==> config.mk <==
export PLATFORM = sky130hd
export DESIGN_NAME = vga_timing_gen
export DESIGN_NICKNAME = d
export VERILOG_FILES = /design/src/rtl/vga_timing_gen.sv
export SDC_FILE = /design/constraint.sdc
export NUM_CORES = 1
export LEC_CHECK = 0
export ABC_AREA = 1
export CAP_MARGIN = 0
export CORE_MARGIN = 4
export CORE_UTILIZATION = 58
export DETAILED_ROUTE_END_ITERATION = 8
export GPL_ROUTABILITY_DRIVEN = 0
export PLACE_DENSITY = 0.91
export SLEW_MARGIN = 20
export SYNTH_ARGS = -nofsm -noshare
export SYNTH_HDL_FRONTEND = slang
export SYNTH_SLANG_ARGS = --single-unit
==> constraint.sdc <==
create_clock -name clk -period 2.3 [get_ports clk]
set_input_delay 0.69 -clock clk [delete_from_list [all_inputs] [get_ports clk]]
set_output_delay 0.69 -clock clk [all_outputs]
set_load 0.02 [all_outputs]
==> src/rtl/vga_timing_gen.sv <==
// VGA raster timing generator.
// Produces the pixel/line counters, a registered visible-area flag,
// active-low sync pulses and frame/vblank start strobes for a
// 640x480@60 style raster. Everything advances only on pix_en cycles.
//
// Ports:
//   clk          pixel clock, all state on the rising edge
//   reset        asynchronous active-low reset
//   pix_en       pixel advance enable (tie high, or a 1-in-N strobe)
//   x, y         registered horizontal / vertical position
//   video_on     high while x,y lie inside the visible area
//   hsync, vsync active-low sync, SYNC_DLY extra stages behind x/y
//   frame_start  one-cycle strobe when the outputs show x=0,y=0
//   vblank_start one-cycle strobe when the outputs show x=0,y=V_ACTIVE
module vga_timing_gen #(
   parameter int H_ACTIVE = 640,
   parameter int H_FP     = 16,
   parameter int H_SYNC   = 96,
   parameter int H_BP     = 48,
   parameter int V_ACTIVE = 480,
   parameter int V_FP     = 10,
   parameter int V_SYNC   = 2,
   parameter int V_BP     = 33,
   parameter int SYNC_DLY = 2      // legal 0..3
) (
   input  logic       clk,
   input  logic       reset,
   input  logic       pix_en,
   output logic [9:0] x,
   output logic [9:0] y,
   output logic       video_on,
   output logic       hsync,
   output logic       vsync,
   output logic       frame_start,
   output logic       vblank_start
);

   // First counter value of each horizontal / vertical region.
   localparam logic [9:0] HC_FRONT = 10'(H_ACTIVE);
   localparam logic [9:0] HC_SYNC  = 10'(H_ACTIVE + H_FP);
   localparam logic [9:0] HC_BACK  = 10'(H_ACTIVE + H_FP + H_SYNC);
   localparam logic [9:0] HC_LAST  = 10'(H_ACTIVE + H_FP + H_SYNC + H_BP - 1);
   localparam logic [9:0] VC_FRONT = 10'(V_ACTIVE);
   localparam logic [9:0] VC_SYNC  = 10'(V_ACTIVE + V_FP);
   localparam logic [9:0] VC_BACK  = 10'(V_ACTIVE + V_FP + V_SYNC);
   localparam logic [9:0] VC_LAST  = 10'(V_ACTIVE + V_FP + V_SYNC + V_BP - 1);

   typedef enum logic [1:0] {H_ACT, H_FRONT, H_SYNCP, H_BACK} h_state_t;
   typedef enum logic [1:0] {V_ACT, V_FRONT, V_SYNCP, V_BACK} v_state_t;

   logic [9:0]    h_cnt_r, v_cnt_r;
   logic [9:0]    h_cur_s, v_cur_s;
   logic [9:0]    h_nxt_s, v_nxt_s;
   logic          h_wrap_s, v_step_s;
   h_state_t      h_state_r, h_state_nxt_s;
   v_state_t      v_state_r, v_state_nxt_s;
   logic [SYNC_DLY:0] hs_pipe_r, vs_pipe_r;

   // Sanitised current counters and next counter values
   always_comb begin
      h_cur_s  = h_cnt_r;
      v_cur_s  = v_cnt_r;
      h_nxt_s  = h_cnt_r;
      v_nxt_s  = v_cnt_r;
      h_wrap_s = 1'b0;
      v_step_s = 1'b0;
      // An out-of-range counter (upset) is presented and restarted as 0.
      if (h_cnt_r > HC_LAST) begin
         h_cur_s = 10'd0;
      end else begin
         h_cur_s = h_cnt_r;
      end
      if (v_cnt_r > VC_LAST) begin
         v_cur_s = 10'd0;
      end else begin
         v_cur_s = v_cnt_r;
      end
      if (pix_en) begin
         if (h_cnt_r > HC_LAST) begin
            h_nxt_s = 10'd0;
         end else if (h_cnt_r == HC_LAST) begin
            h_nxt_s  = 10'd0;
            h_wrap_s = 1'b1;
         end else begin
            h_nxt_s = h_cnt_r + 10'd1;
         end
         // A corrupted h counter is not a real line end, so y stays put.
         if (v_cnt_r > VC_LAST) begin
            v_nxt_s  = 10'd0;
            v_step_s = 1'b1;
         end else if (h_wrap_s) begin
            v_nxt_s  = (v_cnt_r == VC_LAST) ? 10'd0 : v_cnt_r + 10'd1;
            v_step_s = 1'b1;
         end else begin
            v_nxt_s = v_cnt_r;
         end
      end else begin
         h_nxt_s = h_cnt_r;
         v_nxt_s = v_cnt_r;
      end
   end

   // Horizontal and vertical region next-state logic
   always_comb begin
      h_state_nxt_s = h_state_r;
      v_state_nxt_s = v_state_r;
      if (pix_en) begin
         case (h_state_r)
            H_ACT:   h_state_nxt_s = (h_nxt_s == HC_FRONT) ? H_FRONT : H_ACT;
            H_FRONT: h_state_nxt_s = (h_nxt_s == HC_SYNC)  ? H_SYNCP : H_FRONT;
            H_SYNCP: h_state_nxt_s = (h_nxt_s == HC_BACK)  ? H_BACK  : H_SYNCP;
            H_BACK:  h_state_nxt_s = (h_nxt_s == 10'd0)    ? H_ACT   : H_BACK;
            default: h_state_nxt_s = H_ACT;
         endcase
         // Counter restart always realigns the FSM, even after an upset.
         if (h_nxt_s == 10'd0) begin
            h_state_nxt_s = H_ACT;
         end else begin
            h_state_nxt_s = h_state_nxt_s;
         end
      end else begin
         h_state_nxt_s = h_state_r;
      end
      if (v_step_s) begin
         case (v_state_r)
            V_ACT:   v_state_nxt_s = (v_nxt_s == VC_FRONT) ? V_FRONT : V_ACT;
            V_FRONT: v_state_nxt_s = (v_nxt_s == VC_SYNC)  ? V_SYNCP : V_FRONT;
            V_SYNCP: v_state_nxt_s = (v_nxt_s == VC_BACK)  ? V_BACK  : V_SYNCP;
            V_BACK:  v_state_nxt_s = (v_nxt_s == 10'd0)    ? V_ACT   : V_BACK;
            default: v_state_nxt_s = V_ACT;
         endcase
         if (v_nxt_s == 10'd0) begin
            v_state_nxt_s = V_ACT;
         end else begin
            v_state_nxt_s = v_state_nxt_s;
         end
      end else begin
         v_state_nxt_s = v_state_r;
      end
   end

   // Region FSM state registers
   always_ff @(posedge clk or negedge reset) begin
      if (!reset) begin
         h_state_r <= H_ACT;
         v_state_r <= V_ACT;
      end else begin
         h_state_r <= h_state_nxt_s;
         v_state_r <= v_state_nxt_s;
      end
   end

   // Counters and registered position/strobe outputs
   always_ff @(posedge clk or negedge reset) begin
      if (!reset) begin
         h_cnt_r      <= 10'd0;
         v_cnt_r      <= 10'd0;
         x            <= 10'd0;
         y            <= 10'd0;
         video_on     <= 1'b0;
         frame_start  <= 1'b0;
         vblank_start <= 1'b0;
      end else begin
         h_cnt_r <= h_nxt_s;
         v_cnt_r <= v_nxt_s;
         if (pix_en) begin
            x            <= h_cur_s;
            y            <= v_cur_s;
            video_on     <= (h_cur_s < HC_FRONT) && (v_cur_s < VC_FRONT);
            frame_start  <= (h_cur_s == 10'd0) && (v_cur_s == 10'd0);
            vblank_start <= (h_cur_s == 10'd0) && (v_cur_s == VC_FRONT);
         end else begin
            // Strobes must never stretch across stalled cycles.
            frame_start  <= 1'b0;
            vblank_start <= 1'b0;
         end
      end
   end

   // Sync shaping: stage 0 lines up with x/y, later stages add delay
   always_ff @(posedge clk or negedge reset) begin
      if (!reset) begin
         hs_pipe_r <= {(SYNC_DLY + 1){1'b1}};
         vs_pipe_r <= {(SYNC_DLY + 1){1'b1}};
      end else if (pix_en) begin
         hs_pipe_r[0] <= (h_state_r != H_SYNCP);
         vs_pipe_r[0] <= (v_state_r != V_SYNCP);
         for (int i = 1; i <= SYNC_DLY; i++) begin
            hs_pipe_r[i] <= hs_pipe_r[i-1];
            vs_pipe_r[i] <= vs_pipe_r[i-1];
         end
      end else begin
         hs_pipe_r <= hs_pipe_r;
         vs_pipe_r <= vs_pipe_r;
      end
   end

   assign hsync = hs_pipe_r[SYNC_DLY];
   assign vsync = vs_pipe_r[SYNC_DLY];

endmodule

==> flow_summary.yaml <==
outcome:
  run_status: "complete, no violations"
floorplan:
  core_area_mm2: 0.00514
  initial_core_util_pct: 59.9
  rows: 26
  die_area_mm2: 0.00653
  io_pins: 28
  die_height_um: 80.8
  die_x_um: 80.8
clocking:
  clk_path_buf_depth: 2
  post_cts_buffers: 0
  cts_sinks: 53
  tritoncts: "built"
  numCtsBuffers: 5
  clkTransAtPathRegs_ps: 100
  cts_root_buf: "clkbuf_8"
  worstSkewPairLatency_ps: 320
  h-tree-depth: 2
setup_path:
  arrival_ps: 2430
  crit_path_start_kind: "register"
  worst-setup-path-type: "register to register"
  cp-end-kind: "register"
  cp_data_required_time_ps: 2530
  reg2reg_slack_ps: 100
  r2r_end: "h_state_r[0]$_DFFE_PN0P_"
  critPathMaxFanout: 9
  r2r-start: "h_cnt_r[1]$_DFF_PN0_"
  worstRegToRegCells: 15
timing:
  worst_pin_slew_ps: 469
  drv_slew: 0
  max_slew_margin_pct: 68.7
  post-route-period-util_pct: 95.7
  hold_viol: 0
  fin_setup_tns_ps: 0
  setup_viol: 0
  finalCriticalPeriod_ps: 2200
  hold_ws_ps: 306
  skew_ps: 9.26
  timing.fmax_mhz: 454
  fin_ws_ps: 97.8
global_route:
  grt_pass1_wl_um: 12700
  antenna_found_initial: 0
  track_usage_pct: 25.2
  grt_max_degree: 35
  grt-ovfl-total: 0
  grt_pass1_vias: 2798
synthesis:
  ys_seq_area_share_pct: 43.4
  synthesis.area_mm2: 0.00308
  postSynthAreaPerCell_um2: 7.60
  netlist_instances: 405
  synth-warning-count: 0
  synthDistinctLibCells: 36
  synth_fp_nets: 411
  yosys_register_bits: 53
place:
  place_ws_ps: -309
  place_hpwl_um: 5500
  port_buffers: 27
  placed_cell_area_mm2: 0.00357
  numPlacedInstances: 516
drt:
  drtIter0Drc: 543
  vias_per_cell: 5.92
  vias: 3110
  dr.pass1.iters: 8
  wl_um: 8770
  drcViolationCount: 0
  wire_per_inst_um: 16.7
  drtAntennaViolNets: 0
finish:
  fin_cells: 525
  nets: 460
  diodes: 0
  syn_to_final_growth_pct: 22.3
  final_cell_area_mm2: 0.00376
  utilization_pct: 73.2
  drive_gt1_share_pct: 19.1
  fillers: 348
run:
  max-cap-violations: 0
power_and_ir_drop:
  p_total_mw: 3.13
  powerDensity_mw_per_mm2: 832
  power_leakage_nw: 1.96
  peakVddDrop_mv: 0.514
worst_hold_path:
  min-delay-path-class: "primary input to async pin"
cell families after synthesis:
family	Yosys count	share of synthesized area [%]
simple gates	246	39.4
buf+inv	64	8.17
flops	53	43.4
compound gates	35	6.75
xor+xnor	4	1.14
fa+ha+maj	3	1.22
worst max-delay path by stage:
| stage | startpoint | to | slack [ps] | cells after the start |
|---|---|---|---|---|
| after floorplan | pix_en | h_state_r[0]$_DFFE_PN0P_ | 410 | 11 |
| after global placement | pix_en | h_state_r[0]$_DFFE_PN0P_ | -240 | 13 |
| after detailed placement | pix_en | h_state_r[0]$_DFFE_PN0P_ | -310 | 13 |
| after CTS | pix_en | h_state_r[0]$_DFFE_PN0P_ | 10 | 13 |
| after global routing | h_cnt_r[1]$_DFF_PN0_ | v_state_r[0]$_DFFE_PN0P_ | -90 | 13 |
| final | h_cnt_r[1]$_DFF_PN0_ | h_state_r[0]$_DFFE_PN0P_ | 100 | 15 |
worst max-delay path, cell delays in order, from the launching register on:
cell and delay [ps]:
dfrtp_1 440, ha_1 220, nand2_2 90, inv_2 100
nand2_4 80, nor2_8 210, o21ai_2 90, buf_4 160
nand3_1 130, nand2_1 80, nor2_1 130, nand3_1 110
nand3_1 100, nand2_1 50, nand2_1 60, inv_1 40
sequential cells by signal, indices dropped and copies added, names as in the netlist, 2 cells and up:
register   cells
h_cnt_r       10
x             10
y             10
hs_pipe_r      3
h_state_r      2
v_state_r      2
v_cnt_r       10
vs_pipe_r      3
cell type report:
class / count / area [um2] / area share [%]
multi-input cells: 288 / 1510 / 40.1
flip-flops and latches: 53 / 1340 / 35.5
repair buffers: 51 / 490 / 13.0
inverters: 55 / 206 / 5.49
well taps: 70 / 87.6 / 2.33
clock buffers: 5 / 68.8 / 1.83
clock inverters: 3 / 65.1 / 1.73
routing by layer:
layer | vias up | track usage [%] | wire, um
li1 | 1377 | - | -
met1 | 1429 | 32.0 | 3310
met2 | 231 | 42.7 | 4060
met3 | 73 | 4.10 | 885
met4 | 0 | 10.1 | 521
met5 | - | 0 | 0
cell usage in the layout, fill, tap and decap left out, types with 2 or more instances in the layout:
master	n
a21oi_1	5
buf_12	2
buf_4	21
bufinv_16	2
clkbuf_8	5
clkdlybuf4s50_1	25
dfrtp_1	44
dfrtp_2	3
dfstp_2	6
ha_1	3
inv_1	49
inv_2	6
nand2_1	122
nand2_2	8
nand2_4	5
nand3_1	30
nand3_2	4
nand4_1	14
nor2_1	37
nor2_2	8
nor2_4	6
nor3_1	3
nor3b_1	2
o21ai_0	14
o21ai_1	6
o21ai_2	2
o31ai_1	5
xor2_1	3
Yosys cell counts:
cell / number / share of area (%)
nand2_1: 122 / 15
inv_1: 49 / 6.0
dfrtp_1: 47 / 38
nor2_1: 37 / 4.5
nand3_1: 30 / 4.9
nand4_1: 14 / 2.8
o21ai_0: 14 / 2.3
nand2_2: 8 / 1.6
nor2_2: 8 / 1.6
dfstp_2: 6 / 5.1
nand2_4: 6 / 2.2
nor2_4: 6 / 2.2
o21ai_1: 6 / 0.98
a21oi_1: 5 / 0.81
inv_2: 5 / 0.61
o31ai_1: 5 / 1.2
clkbuf_1: 4 / 0.49
nand3_2: 4 / 1.3
xor2_1: 4 / 1.1
buf_2: 3 / 0.49
ha_1: 3 / 1.2
nor3_1: 3 / 0.49
nor3b_1: 2 / 0.49
o21ai_2: 2 / 0.57
a21oi_2: 1 / 0.28
a32o_1: 1 / 0.33
and2_1: 1 / 0.20
buf_1: 1 / 0.12
buf_6: 1 / 0.37
clkinv_1: 1 / 0.12
nand3b_1: 1 / 0.24
nand4_4: 1 / 0.69
nor2_8: 1 / 0.65
nor3_2: 1 / 0.33
nor4_1: 1 / 0.20
o221ai_1: 1 / 0.28
power by group:
part           switching (mW)  internal (mW)
logic                   0.660          0.426
registers               0.173           1.12
clock network           0.323          0.432
repair_timing:
action | CTS | global route
hold buffers | 0 | 0
gates resized for setup | 0 | 10
endpoints found under the setup margin | 0 | 4
Power figures use the tool's default switching activity.
